===== config.mk =====
export PLATFORM = sky130hd
export DESIGN_NAME = fetch_stage
export DESIGN_NICKNAME = d
export VERILOG_FILES = /design/src/rtl/fetch_stage.sv
export SDC_FILE = /design/constraint.sdc
export NUM_CORES = 1
export LEC_CHECK = 0
export ABC_AREA = 1
export CORE_MARGIN = 2
export CORE_UTILIZATION = 47
export CTS_BUF_LIST = sky130_fd_sc_hd__clkbuf_8
export DETAILED_ROUTE_END_ITERATION = 10
export PLACE_DENSITY = 0.7
export SLEW_MARGIN = 25
export SYNTH_ARGS = -nofsm -noshare
export SYNTH_HDL_FRONTEND = slang
export SYNTH_SLANG_ARGS = --single-unit

===== constraint.sdc =====
create_clock -name clk -period 11.19 [get_ports clk]
set_input_delay 2.7975 -clock clk [delete_from_list [all_inputs] [get_ports clk]]
set_output_delay 2.7975 -clock clk [all_outputs]
set_load 0.02 [all_outputs]

===== src/rtl/fetch_stage.sv =====
// Instruction-fetch front end: credit-limited request issue to instruction memory,
// in-order response capture into a prefetch FIFO, and redirect flush with stale-response dropping.
module fetch_stage #(
  parameter int unsigned     XLEN     = 32,
  parameter int unsigned     DEPTH    = 4,
  parameter logic [XLEN-1:0] RESET_PC = '0
) (
  input  logic                   clk,
  input  logic                   reset,
  output logic                   imem_req_valid,
  input  logic                   imem_req_ready,
  output logic [XLEN-1:0]        imem_addr,
  input  logic                   imem_rsp_valid,
  input  logic [XLEN-1:0]        imem_rsp_data,
  input  logic                   redirect_valid,
  input  logic [XLEN-1:0]        redirect_pc,
  output logic                   if_valid,
  input  logic                   if_ready,
  output logic [XLEN-1:0]        if_instr,
  output logic [XLEN-1:0]        if_pc,
  output logic [XLEN-1:0]        if_pc_4,
  output logic [$clog2(DEPTH):0] outstanding
);

  localparam int unsigned AW = $clog2(DEPTH);
  localparam int unsigned CW = AW + 1;

  logic [XLEN-1:0] fetch_pc;
  logic [XLEN-1:0] rsp_pc;
  logic [XLEN-1:0] redirect_tgt;
  logic [CW-1:0]   count;
  logic [CW-1:0]   drop;
  logic [CW-1:0]   out_after_rsp;
  logic [AW-1:0]   rd_ptr;
  logic [AW-1:0]   wr_ptr;
  logic [CW:0]     in_use;
  logic            req_fire;
  logic            rsp_dec;
  logic            push;
  logic            pop;

  logic [XLEN-1:0] instr_mem [DEPTH];
  logic [XLEN-1:0] pc_mem    [DEPTH];

  // Handshakes and head-of-FIFO outputs
  always_comb begin
    in_use         = (CW+1)'(count) + (CW+1)'(outstanding);
    imem_req_valid = reset && (in_use < (CW+1)'(DEPTH)) && !redirect_valid;
    imem_addr      = fetch_pc;
    req_fire       = imem_req_valid && imem_req_ready;
    rsp_dec        = imem_rsp_valid && (outstanding != '0);
    out_after_rsp  = outstanding - CW'(rsp_dec);
    push           = imem_rsp_valid && (drop == '0) && !redirect_valid;
    if_valid       = reset && (count != '0) && !redirect_valid;
    pop            = if_valid && if_ready;
    if_instr       = instr_mem[rd_ptr];
    if_pc          = pc_mem[rd_ptr];
    if_pc_4        = pc_mem[rd_ptr] + XLEN'(4);
    redirect_tgt   = {redirect_pc[XLEN-1:2], 2'b00};
  end

  always_ff @(posedge clk or negedge reset) begin
    if (!reset) begin
      fetch_pc    <= RESET_PC;
      rsp_pc      <= RESET_PC;
      count       <= '0;
      rd_ptr      <= '0;
      wr_ptr      <= '0;
      outstanding <= '0;
      drop        <= '0;
    end else if (redirect_valid) begin
      fetch_pc    <= redirect_tgt;
      rsp_pc      <= redirect_tgt;
      count       <= '0;
      rd_ptr      <= '0;
      wr_ptr      <= '0;
      outstanding <= out_after_rsp;
      // Every request still in flight is stale; drop already covers a subset of them.
      drop        <= out_after_rsp;
    end else begin
      if (req_fire) fetch_pc <= fetch_pc + XLEN'(4);
      outstanding <= out_after_rsp + CW'(req_fire);
      if (imem_rsp_valid && (drop != '0)) drop <= drop - CW'(1);
      if (push) begin
        wr_ptr <= wr_ptr + AW'(1);
        rsp_pc <= rsp_pc + XLEN'(4);
      end
      if (pop) rd_ptr <= rd_ptr + AW'(1);
      count <= count + CW'(push) - CW'(pop);
    end
  end

  // FIFO storage; contents only matter while count != 0
  always_ff @(posedge clk) begin
    if (push) begin
      instr_mem[wr_ptr] <= imem_rsp_data;
      pc_mem[wr_ptr]    <= rsp_pc;
    end
  end

  a_no_overflow: assert property (@(posedge clk) disable iff (!reset)
    !(push && (count == CW'(DEPTH))))
    else $error("fetch_stage: response pushed into full FIFO");

endmodule


==> metrics.md <==
| Metric | Value |
|---|---|
| CTS tree | `yes` |
| DP Area | `roughly 18,000 µm²` |
| Post-CTS resize count | `0` |
| RePlAce Congestion | `a little over 0.9` |
| Boundary pin count | `roughly 200` |
| CTS Sinks | `321` |
| Cts bufs inserted | `52` |
| Synth Area per Inst | `9.188 µm²` |
| Multi-input logic area | `5579 µm²` |
| H-tree depth | `2` |
| Clk slew on worst S/H paths | `approximately 0.060 ns` |
| Global-route wire length before repair | `62,310 µm` |
| Worst path slowest cell | `clkdlybuf4s50_1` |
| CP Data Arrival Time | `between 4 and 5 ns` |
| Antenna violations before repair | `0` |
| Final min period | `between 7 and 8 ns` |
| Worst min-delay path class | `reg2reg` |
| Root Buffer | `clkbuf_8` |
| Clock latency on the worst-skew pair | `about 0.60 ns` |
| Ys Warns | `0` |
| Post-route insts no fill | `2,386` |
| Final period utilization | `between 60% and 70%` |
| Fin nets | `about 2,000` |
| Worst reg2reg path depth | `7` |
| R2R Setup Slk | `just under 8 ns` |
| Synthesis-stage register bit count | `about 320` |
| TritonRoute pass-1 iters | `5` |
| Prevailing post-synth register cell | `edfxtp_1` |
| Vias | `12,434` |
| Reg-to-Reg Start | `drop[0]` |
| Fillcell total | `around 2,900` |
| Number of remaining DRC errors | `0` |
| Final WL | `39,500 µm` |
| Worst-Margin Slew | `0.9652 ns` |
| WL per Instance | `~17 µm` |
| Crit path largest cell delay | `around 0.63 ns` |
| Post-synth ARST share | `around 23%` |
| Final hold slack | `about 0.52 ns` |
| CP Cell Sequence | `buf_4 > inv_2 > buf_4 > o211ai_1 > nand2_1 > ha_1 > nand3_2 > nor2_1 > nand2_1 > xnor2_1 > clkdlybuf4s50_1` |
| Unique masters post-synth | `between 40 and 50` |
| Worst setup EP type | `output port` |
| Layout cells sized above 1 | `5.761%` |
| Fin. Hold Viols | `0` |
| Setup CP Type | `reg2out` |
| Critical path depth | `11` |
| Startpoint Class | `flop` |
| CP endpoint | `if_pc_4[16]` |
| Power Density | `between 150 and 200 nW/µm²` |
| Register area share after synthesis | `59.10%` |
| Initial DRC count | `975` |
| Register area | `about 9300 µm²` |
| Total power | `~3 mW` |
| Cell Area, Synth | `around 16,000 µm²` |
| DIE HEIGHT | `~190 µm` |
| Row cnt | `between 60 and 70` |
| Clock skew | `0.05831 ns` |
| Synthesis-to-layout area growth | `20.53%` |
| Die width | `~190 µm` |
| Placed cell count | `between 2,000 and 2,500` |
| Unrepaired setup endpoints after global routing | `no` |
| MaxCap Viol Count | `0` |
| Worst-path maximum fanout | `82` |
| DR vias/cell | `between 5 and 6` |
| Reg-to-Reg End | `instr_mem[2][24]` |
| Placeable Area | `about 33,000 µm²` |
| P_leak | `about 7.6 nW` |
| Worst Setup SP | `rd_ptr[1]` |
| Initial Utilization | `a little under half` |
| Status | `complete, no violations` |
| Post-DRT Antenna Nets | `0` |
| # diodes | `0` |
| Critical path buffers and inverters | `4` |
| Max Fclk | `between 100 and 150 MHz` |
| DP Wirelength | `approximately 25,000 µm` |
| Post-CTS setup buffer count | `0` |
| Worst EP required | `about 8.4 ns` |
| Post-synth EDFFs | `248` |
| Peak VDD IR | `~0.00011 V` |
| Final setup violation count | `0` |
| Die area | `roughly 35,000 µm²` |
| Largest net degree at the start of global routing | `between 100 and 150` |
| IO Port Bufs | `a little under 200` |
| Final TNS setup | `0 ns` |
| Post-route cell area | `18,910 µm²` |
| Max Slew Vio Count | `0` |
| Number of buffers on the longest clock path | `3` |
| Tot GR Track Use | `between 20 and 25%` |
| GRT overflow | `0` |
| Relative slew slack | `between 30% and 40%` |
| Critical path's top delay family | `buffers and inverters` |
| Vias in the first global route | `11,878` |
| Post-Synthesis Cells | `roughly 1,700` |
| Hold buffers post-CTS | `0` |
[report_power, final]
part           switching [mW]  leakage [nW]  internal (mW)
Combinational           0.391          3.92          0.256
Sequential              0.103          3.13           1.38
Clock                   0.456         0.566          0.480
Total                   0.950          7.62           2.11
[metrics by stage]
step           setup slack (ns)  utilization [%]
6_report                  3.721            57.84
5_1_grt                   3.346            57.84
4_1_cts                   3.667            57.76
3_5_place_dp              3.897            54.82
3_3_place_gp              3.904            54.82
2_1_floorplan             4.536                -
[area by class of cell]
class                      count  share of cell area (%)
tap                          442                   2.924
sequential                   321                   49.06
timing repair buffer         206                   10.84
clock buffer                  55                   4.002
clock inverter                39                   1.072
inverter                     131                   2.613
multi-input combinational   1192                   29.50
[synth_stat cells, types with 9 or more instances]
cell / n / area (µm²)
o211ai_1: 18 / 135.1
o21ai_0: 89 / 445.4
nand4_1: 17 / 106.4
nand2_1: 560 / 2102
inv_1: 127 / 476.7
clkbuf_1: 31 / 116.4
dfrtp_1: 73 / 1827
buf_6: 11 / 123.9
xor2_1: 33 / 289.0
nor3_1: 18 / 90.09
buf_2: 16 / 80.08
nor2_1: 189 / 709.4
xnor2_1: 9 / 78.83
nand3_1: 139 / 695.7
nand2_2: 11 / 68.82
a21oi_1: 12 / 60.06
edfxtp_1: 248 / 7447
o22ai_1: 32 / 200.2
buf_4: 9 / 67.56
ha_1: 17 / 212.7
[cells in the final DEF, fill, tap and decap left out, drive strengths merged, types with 13 or more instances in the layout]
cell           synthesis  routed
ha                    17      17
clkbuf                31      55
nand2                571     571
dfrtp                 73      73
edfxtp               248     248
nor2                 197     197
nor3                  21      21
nand4                 17      17
clkdlybuf4s50          0     193
nand3                140     140
o21ai                 90      90
buf                   38      13
o211ai                18      18
xor2                  33      33
inv                  130     151
o22ai                 32      32
clkinv                 1      18
[how the worst min path moves through the flow]
stage | startpoint | to | slack [ns] | cells past startpoint
2_1_floorplan | drop[1] | drop[1] | 0.47 | 2
3_3_place_gp | drop[1] | drop[1] | 0.48 | 2
3_5_place_dp | drop[1] | drop[1] | 0.50 | 2
4_1_cts | drop[1] | drop[1] | 0.51 | 2
5_1_grt | drop[1] | drop[1] | 0.55 | 2
6_report | drop[1] | drop[1] | 0.52 | 2
[flip-flops by register name, summed over array words and instances (netlist names)]
| register | flops |
|---|---|
| rsp_pc | 30 |
| count | 3 |
| imem_addr | 30 |
| outstanding | 3 |
| pc_mem | 120 |
| rd_ptr | 2 |
| drop | 3 |
| instr_mem | 128 |
| wr_ptr | 2 |
[worst min-delay path, delay by kind of cell, from the launching register on]
family,cells,cell delay [ns]
AND/OR/NAND/NOR,1,0.05
flip-flops,1,0.35
AO/OA/AOI/OAI,1,0.08
[logic make-up (layout without fill, tap and decap cells)]
family | Yosys count | count (layout) | share of synthesized area [%]
AO/OA/AOI/OAI | 166 | 166 | 6.060
XOR/XNOR | 42 | 42 | 2.344
adder cells (fa/ha/maj) | 18 | 18 | 1.483
buffers and inverters | 200 | 431 | 5.661
flip-flops | 321 | 321 | 59.10
other | 1 | 6 | 0.02390
AND/OR/NAND/NOR | 960 | 960 | 25.33
[per-layer routing]
layer | wire, µm | global-route usage (%)
met5 | 0 | 0
met3 | 2783 | 4.307
met4 | 950 | 6.593
met1 | 17530 | 30.65
met2 | 18240 | 35.96
Power figures use the tool's default switching activity.
